==> src/rtl/rf_wb_arbiter_pkg.sv <==
// Shared types and widths for the register-file write-port arbiter.
package rf_wb_arbiter_pkg;

  localparam int unsigned WB_REQ_WD = 1 + 5 + 32 + 32;

  typedef struct packed {
    logic        we;
    logic [4:0]  dest;
    logic [31:0] wdata;
    logic [31:0] pc;
  } wb_req_t;

  typedef struct packed {
    logic [4:0]  dest;
    logic [31:0] wdata;
    logic [31:0] pc;
  } lu_entry_t;

  // Hazard bus contribution: one valid bit plus a 5-bit dest per pending entry.
  function automatic int unsigned pend_bus_wd(input int unsigned depth);
    return depth * 6;
  endfunction

endpackage

==> src/rtl/lu_result_fifo.sv <==
// Synchronous FIFO for long-latency results; per-entry occupancy and dest are exported.
module lu_result_fifo
  import rf_wb_arbiter_pkg::*;
#(
  parameter int DEPTH = 2
) (
  input  logic                 clk,
  input  logic                 reset,
  input  logic                 push_i,
  input  logic                 pop_i,
  input  lu_entry_t            push_data_i,
  output lu_entry_t            head_o,
  output logic                 full_o,
  output logic                 empty_o,
  output logic [DEPTH-1:0]     pend_valid_o,
  output logic [5*DEPTH-1:0]   pend_dest_o
);

  localparam int PW = $clog2(DEPTH);

  lu_entry_t          mem_q [DEPTH];
  logic [DEPTH-1:0]   vld_q, vld_d;
  logic [PW-1:0]      wr_ptr_q, rd_ptr_q;
  logic [PW:0]        cnt_q, cnt_d;

  assign full_o       = (cnt_q == (PW+1)'(DEPTH));
  assign empty_o      = (cnt_q == '0);
  assign head_o       = mem_q[rd_ptr_q];
  assign pend_valid_o = vld_q;

  always_comb begin
    for (int i = 0; i < DEPTH; i++) begin
      pend_dest_o[5*i +: 5] = mem_q[i].dest;
    end
  end

  always_comb begin
    vld_d = vld_q;
    cnt_d = cnt_q;
    if (pop_i) begin
      vld_d[rd_ptr_q] = 1'b0;
      cnt_d           = cnt_d - 1'b1;
    end
    if (push_i) begin
      vld_d[wr_ptr_q] = 1'b1;
      cnt_d           = cnt_d + 1'b1;
    end
  end

  always_ff @(posedge clk) begin
    if (reset) begin
      vld_q    <= '0;
      cnt_q    <= '0;
      wr_ptr_q <= '0;
      rd_ptr_q <= '0;
    end else begin
      vld_q <= vld_d;
      cnt_q <= cnt_d;
      if (push_i) wr_ptr_q <= wr_ptr_q + 1'b1;
      if (pop_i)  rd_ptr_q <= rd_ptr_q + 1'b1;
    end
  end

  // Payload storage is not reset; occupancy alone qualifies it.
  always_ff @(posedge clk) begin
    if (push_i) mem_q[wr_ptr_q] <= push_data_i;
  end

endmodule

==> src/rtl/rf_wb_arbiter.sv <==
// Register-file write-port owner: arbitrates writeback against buffered long-latency results.
module rf_wb_arbiter
  import rf_wb_arbiter_pkg::*;
#(
  parameter int DEPTH      = 2,
  parameter int STARVE_MAX = 4
) (
  input  logic                 clk,
  input  logic                 reset,
  input  logic                 ws_req_valid,
  input  logic                 ws_req_we,
  input  logic [4:0]           ws_req_dest,
  input  logic [31:0]          ws_req_wdata,
  input  logic [31:0]          ws_req_pc,
  output logic                 ws_req_ready,
  input  logic                 lu_req_valid,
  input  logic [4:0]           lu_req_dest,
  input  logic [31:0]          lu_req_wdata,
  input  logic [31:0]          lu_req_pc,
  output logic                 lu_req_ready,
  output logic [DEPTH-1:0]     pend_valid,
  output logic [5*DEPTH-1:0]   pend_dest,
  output logic                 rf_we,
  output logic [4:0]           rf_waddr,
  output logic [31:0]          rf_wdata,
  output logic [31:0]          debug_wb_pc,
  output logic [3:0]           debug_wb_rf_wen,
  output logic [4:0]           debug_wb_rf_wnum,
  output logic [31:0]          debug_wb_rf_wdata
);

  localparam int SW = $clog2(STARVE_MAX + 1);

  lu_entry_t               head;
  lu_entry_t               lu_in;
  logic                    fifo_full, fifo_empty;
  logic                    push, head_win, dest_hit;
  logic [SW-1:0]           starve_q, starve_d;
  wb_req_t                 wr_d, wr_view;
  logic [WB_REQ_WD-1:0]    wr_q;

  assign lu_in        = '{dest: lu_req_dest, wdata: lu_req_wdata, pc: lu_req_pc};
  assign lu_req_ready = !fifo_full;
  assign push         = lu_req_valid && !fifo_full;

  lu_result_fifo #(.DEPTH(DEPTH)) u_fifo (
    .clk          (clk),
    .reset        (reset),
    .push_i       (push),
    .pop_i        (head_win),
    .push_data_i  (lu_in),
    .head_o       (head),
    .full_o       (fifo_full),
    .empty_o      (fifo_empty),
    .pend_valid_o (pend_valid),
    .pend_dest_o  (pend_dest)
  );

  always_comb begin
    dest_hit = 1'b0;
    for (int i = 0; i < DEPTH; i++) begin
      if (pend_valid[i] && pend_dest[5*i +: 5] == ws_req_dest) dest_hit = 1'b1;
    end
  end

  // An older pending write to the same GPR must land before the writeback one.
  assign head_win = !fifo_empty &&
                    (!ws_req_valid || fifo_full || (starve_q == SW'(STARVE_MAX)) ||
                     (ws_req_we && ws_req_dest != 5'd0 && dest_hit));
  assign ws_req_ready = !head_win;

  always_comb begin
    starve_d = starve_q;
    if (fifo_empty || head_win)                         starve_d = '0;
    else if (ws_req_valid && starve_q != SW'(STARVE_MAX)) starve_d = starve_q + 1'b1;
  end

  always_comb begin
    wr_d    = wb_req_t'(wr_q);
    wr_d.we = 1'b0;
    if (head_win) begin
      wr_d = '{we: head.dest != 5'd0, dest: head.dest, wdata: head.wdata, pc: head.pc};
    end else if (ws_req_valid) begin
      wr_d = '{we: ws_req_we && ws_req_dest != 5'd0, dest: ws_req_dest,
               wdata: ws_req_wdata, pc: ws_req_pc};
    end
  end

  always_ff @(posedge clk) begin
    if (reset) begin
      starve_q <= '0;
      wr_q     <= '0;
    end else begin
      starve_q <= starve_d;
      wr_q     <= wr_d;
    end
  end

  assign wr_view           = wr_q;
  assign rf_we             = wr_view.we;
  assign rf_waddr          = wr_view.dest;
  assign rf_wdata          = wr_view.wdata;
  assign debug_wb_pc       = wr_view.pc;
  assign debug_wb_rf_wen   = {4{wr_view.we}};
  assign debug_wb_rf_wnum  = wr_view.dest;
  assign debug_wb_rf_wdata = wr_view.wdata;

endmodule
==> config.mk <==
export PLATFORM = sky130hd
export DESIGN_NAME = rf_wb_arbiter
export DESIGN_NICKNAME = d
export VERILOG_FILES = /design/src/rtl/rf_wb_arbiter_pkg.sv /design/src/rtl/lu_result_fifo.sv /design/src/rtl/rf_wb_arbiter.sv
export SDC_FILE = /design/constraint.sdc
export NUM_CORES = 1
export LEC_CHECK = 0
export ABC_AREA = 1
export ABC_CLOCK_PERIOD_IN_PS = 4800
export BUFFER_PORTS_ARGS = -buffer_cell sky130_fd_sc_hd__buf_2
export CAP_MARGIN = 5
export CORE_MARGIN = 8
export CORE_UTILIZATION = 45
export CTS_BUF_LIST = sky130_fd_sc_hd__clkbuf_16
export DETAILED_ROUTE_END_ITERATION = 6
export PLACE_DENSITY = 0.67
export SYNTH_ARGS = -nofsm -noshare
export SYNTH_HDL_FRONTEND = slang
export SYNTH_SLANG_ARGS = --single-unit
==> constraint.sdc <==
create_clock -name clk -period 4.8 [get_ports clk]
set_clock_uncertainty 0.05 [all_clocks]
set_input_delay 0.96 -clock clk [delete_from_list [all_inputs] [get_ports clk]]
set_output_delay 0.96 -clock clk [all_outputs]
set_load 0.02 [all_outputs]
==> results of run 1 <==
worst max-delay path, delay by kind of cell:
kind	cells	cell delay, ns
AOI/OAI and AO/OA	1	0.17
buffers and inverters	4	0.52
and+or+nand+nor	4	0.67
path summary, 6_finish.rpt:
| path | start | to | cells after the start |
|---|---|---|---|
| max reg2reg | starve_q[0]$_SDFFE_PP0P_ | wr_q[48]$_SDFFE_PP0P_ | 10 |
| min | wr_q[6]$_SDFFE_PP0P_ | wr_q[6]$_SDFFE_PP0P_ | 2 |
| max | ws_req_dest[3] | ws_req_ready | 9 |
| min reg2reg | wr_q[6]$_SDFFE_PP0P_ | wr_q[6]$_SDFFE_PP0P_ | 2 |
power by group:
| part | switching, uW | total (uW) | internal (uW) | leakage (uW) |
|---|---|---|---|---|
| sequential | 170 | 2560 | 2380 | 0.00195 |
| combinational | 1320 | 1860 | 542 | 0.00261 |
| clock | 706 | 1700 | 989 | 0.000372 |
synth_stat cells:
master / n
inv_6: 1
nand2_2: 10
buf_1: 3
a21oi_2: 9
xor2_1: 1
o21ai_0: 66
clkbuf_1: 30
ha_1: 4
nor2_1: 15
edfxtp_1: 138
buf_2: 14
a31oi_1: 57
inv_2: 6
nor2_4: 1
nor2_8: 1
nand4_1: 2
nand2_4: 1
nand2_8: 1
inv_4: 1
buf_8: 1
inv_1: 33
nand2_1: 381
nor4_1: 1
buf_6: 2
nand3_1: 17
a21oi_4: 1
clkbuf_2: 1
a21oi_1: 13
buf_4: 53
dfxtp_1: 80
sequential cells by signal, indices dropped and copies added, names as in the netlist, named ones only:
signal / flops
starve_q: 3
u_fifo.cnt_q: 2
u_fifo.mem_q: 138
u_fifo.pend_valid_o: 2
u_fifo.rd_ptr_q: 1
u_fifo.wr_ptr_q: 1
wr_q: 70
logic make-up after synthesis:
logic type | Yosys count
adders and majority gates | 4
AOI/OAI and AO/OA | 146
and+or+nand+nor | 430
DFF | 218
xor gates and xnor gates | 1
buffers and inverters | 145
through the flow:
stage	std cells	setup WS [ns]	utilization, %
after floorplan	944	0.255	-
after global placement	1386	1.47	51.2
after detailed placement	1386	1.44	51.2
after CTS	1430	1.44	54.8
after global routing	1432	1.33	54.8
final	1432	1.45	54.8
routing by layer:
metal | GRT usage (%) | vias to the layer above
met4 | 7.63 | 8
met2 | 31.2 | 224
met3 | 4.32 | 72
met1 | 20.4 | 3141
li1 | - | 3489
met5 | 0 | -
area by class of cell:
type,count,share of cell area [%]
Antenna cell,2,0.0454
Clock buffer,25,5.67
Clock inverter,19,0.976
Inverter,41,1.46
Multi-Input combinational cell,581,23.9
Sequential cell,218,52.1
Tap cell,270,3.06
Timing Repair Buffer,276,12.7
==> reports/results.ini, run 1 <==
[run]
drv_cap = 0

[layout]
multi_input_area_sq_mm = 0.00264
finalNetCount = 1289
seqCellArea_sq_mm = 0.00575
drive_gt1_share_pct = 29.7
final_cell_mix = 381 x nand2_1, 267 x buf_2, 138 x edfxtp_1, 79 x dfxtp_1, 66 x o21ai_0
final.fill_count = 1819
syn2layout_area_growth_pct = 20.3
stdcell_area_sq_mm = 0.0110
final_common_cell = nand2_1

[placement]
placed_cell_area_sq_mm = 0.0103
place_congestion = 0.850
dp_hpwl_mm = 15.1
io_buffers = 267

[clocking]
tritoncts = done
clockBufferDepth = 3
cts_setup_buffers = 0
cts_hold_buf = 0
clkTransAtPathRegs_ns = 0.06
cts-root-buf = clkbuf_16
post_cts_resize_count = 0
cts_max_level = 1
clk_latency_ns = 0.50
cts_buffers = 24
cts.sinks = 218

[logic_synthesis]
synth_top_area_share_pct = 45.2
yosysSeqAreaShare_pct = 62.7
yosys.area.top_type = edfxtp_1
synth_compound_area_share_pct = 9.24
synth_top_family_by_area = simple AND/OR/NAND/NOR gates
synth_fa_ha_area_share_pct = 0.546
netlist-cell-type-count = 30
synth_area_per_cell_sq_um = 9.71
yosys-top-cells-area = edfxtp_1 45%, dfxtp_1 17%, nand2_1 16%, buf_4 4.3%, a31oi_1 3.9%
synth_mux_area_share_pct = 0
synth_area_sq_mm = 0.00916
synthSimpleGateAreaFrac_pct = 18.7
yosysWarnings = 0
syn_nets = 1091
syn-instance-count = 944
ys_ff_latch = 218
synth_xor_area_share_pct = 0.0956

[critical_path]
critPathMaxFanout = 83
endpoint_kind = primary output
worstPathCellList = buf_2, inv_2, nand4_1, o21ai_0, inv_1, nand2_2, nand2_4, nand2_8, buf_2
worstSetupPathType = input pin to primary output
ff2ff_setup_slack_ns = 2.28
crit_path_max_incr_delay_ns = 0.39
crit_required_ns = 3.79
critPathLaunchType = input pin
cp_common_cell = buf_2
arrival_ns = 2.34
crit_slowest_cell = nand2_8

[route]
drtPass1Iterations = 5
dr.max_layer_used = met5
drc = 0
vias = 6934
wl_per_cell_um = 16.2
wl_met1_mm = 9.16
postRouteWirelength_mm = 23.2
dr_wl_met3_mm = 1.84
drt_iter0_drc = 384
wl_met2_mm = 11.2
via_per_inst = 4.84
ant_nets = 0

[pwr]
total_power_uw = 6110
p_per_area_mw_per_mm2 = 554
irDropWorstVdd_mv = 0.282
p_leak_uw = 0.00493

[timing]
rsz0062_at_grt = false
setup_tns_ns = 0
finalCritPeriodShare_pct = 69.8
hold_viol = 0
tightest_slew_ns = 0.959
fmaxAchievable_ghz = 0.298
drv_slew = 0
slew_headroom_pct = 36.0
period_needed_ns = 3.35
whs_ns = 0.430
setup_viol = 0

[status]
status = completed

[global_route]
track_usage_pct = 17.8
grt_max_degree = 84
antenna_found_initial = 6
overflow = 0
grt_pass1_wl_mm = 35.3
grt_pass1_vias = 7030

[die]
die_h_um = 159
initial_core_util_pct = 45.6
die_area_sq_mm = 0.0252
num_rows = 52
ioPinCount = 268
die_w_um = 159
core_area_sq_mm = 0.0201

[min_path]
hold_class = flop to flop

Power figures use the tool's default switching activity.
==> run 2, diff against run 1 <==
ABC_CLOCK_PERIOD_IN_PS = 3300   (was 4800)
clock period = 3.3 ns   (was 4.8 ns; I/O delays follow)
==> run 2 against run 1 <==
Power rose by 48%. Die area did not move. Clock power rose by 52%. Global-route usage fell by 0.29 points. Highest routed layer unchanged.
==> reports/results.ini, run 2 (synthesized netlist as in run 1, its figures left out) <==
[die]
ioPinCount = 268
die_area_sq_mm = 0.0252
initial_core_util_pct = 45.6
die_h_um = 159
num_rows = 52
core_area_sq_mm = 0.0201
die_w_um = 159

[min_path]
hold_class = input pin to flop

[pwr]
p_switching_uw = 3160
internal_power_uw = 5860
p_sw_share_pct = 35.0
p_leak_uw = 0.00499
clkPwrFrac_pct = 28.6
seq_power_share_pct = 41.5
total_power_uw = 9020
p_per_area_mw_per_mm2 = 812
combPwrFrac_pct = 29.9
irDropWorstVdd_mv = 0.369

[global_route]
overflow = 0
track_usage_pct = 17.5
grt_pass1_vias = 6679
grt_max_degree = 71
antenna_found_initial = 5
grt_pass1_wl_mm = 34.9

[clocking]
clkTransAtPathRegs_ns = 0.06
tritoncts = done
clockBufferDepth = 3
clk_latency_ns = 0.49
cts_setup_buffers = 0
cts-root-buf = clkbuf_16
cts_max_level = 1
post_cts_resize_count = 0
cts_buffers = 23
cts.sinks = 218
cts_hold_buf = 0

[timing]
slew_headroom_pct = 43.0
drv_slew = 0
hold_viol = 0
rsz0062_at_grt = false
period_needed_ns = 2.80
finalCritPeriodShare_pct = 85.0
fmaxAchievable_ghz = 0.357
setup_tns_ns = 0
tightest_slew_ns = 0.855
setup_viol = 0

[critical_path]
arrival_ns = 2.09
crit_slowest_cell = dfxtp_1
crit_path_max_incr_delay_ns = 0.36
path_delay_family = simple AND/OR/NAND/NOR gates
worstSetupPathType = flop to primary output
critPathMaxFanout = 46
path_buf_inv = 3
endpoint_kind = primary output
critPathLaunchType = flop
worstPathCellList = inv_1, ha_1, a21oi_4, inv_2, nor2_4, nand2_4, nand2_8, buf_2
crit_required_ns = 2.59

[route]
via_per_inst = 4.87
ant_nets = 0
drtPass1Iterations = 5
postRouteWirelength_mm = 23.0
drc = 0
vias = 6983
wl_per_cell_um = 16.0
drt_iter0_drc = 383

[run]
drv_cap = 0

[layout]
regMostFlops = u_fifo.mem_q
stdcell_area_sq_mm = 0.0111
syn2layout_area_growth_pct = 21.2
seqCellArea_sq_mm = 0.00575
final_common_cell = nand2_1
reg_top3 = u_fifo.mem_q (138), wr_q (70), starve_q (3)
largest_reg_flops = 138
instances_no_fill = 1433
final.fill_count = 1768
finalNetCount = 1293
drive_gt1_share_pct = 30.3
multi_input_area_sq_mm = 0.00264
final_cell_mix = 381 x nand2_1, 267 x buf_2, 138 x edfxtp_1, 79 x dfxtp_1, 66 x o21ai_0

[placement]
dp.cells = 1391
dp_hpwl_mm = 15.5
io_buffers = 267
place_congestion = 0.856
placed_cell_area_sq_mm = 0.0103

[status]
status = completed

## run 2: area by class of cell
class                           instances  area share, %
Sequential cell                       218           51.8
Multi-Input combinational cell        581           23.7
Timing Repair Buffer                  281           13.1
Clock buffer                           23           5.18
Tap cell                              270           3.04
Clock inverter                         18           1.70
Inverter                               41           1.45
Antenna cell                            1         0.0225
## run 2: path summary, 6_finish.rpt
path	from	endpoint	slack, ns	cells after the start
worst max-delay path	starve_q[0]$_SDFFE_PP0P_	ws_req_ready	0.50	8
worst min-delay path	lu_req_wdata[18]	u_fifo.mem_q[1][50]$_DFFE_PP_	0.31	1
worst max register to register	starve_q[0]$_SDFFE_PP0P_	wr_q[31]$_SDFFE_PP0P_	1.09	10
worst min register to register	wr_q[22]$_SDFFE_PP0P_	wr_q[22]$_SDFFE_PP0P_	0.43	2
## run 2: power by group through the flow
stage	registers, uW	logic [uW]	clock network, uW
global placement	3780	2720	0
finish	3740	2700	2580
global route	3800	2980	2780
CTS	3740	2750	2650
detailed placement	3790	2750	0
floorplan	4060	1770	0
## run 2: per-layer routing
layer / GRT usage (%) / vias to the layer above / share of wire, %
li1: - / 3495 / -
met1: 21.0 / 3202 / 41
met2: 30.8 / 235 / 49
met3: 4.13 / 43 / 7.9
met4: 5.03 / 8 / 2.1
met5: 0 / - / 0.21
## run 2: through the flow
step	hold WS (ns)	utilization, %	worst slack [ns]
final	0.308	55.2	0.497
after global routing	0.284	55.2	0.354
after CTS	0.281	55.2	0.452
after detailed placement	0.421	51.4	0.742
after global placement	0.417	51.4	0.748
after floorplan	0.406	-	0.0761
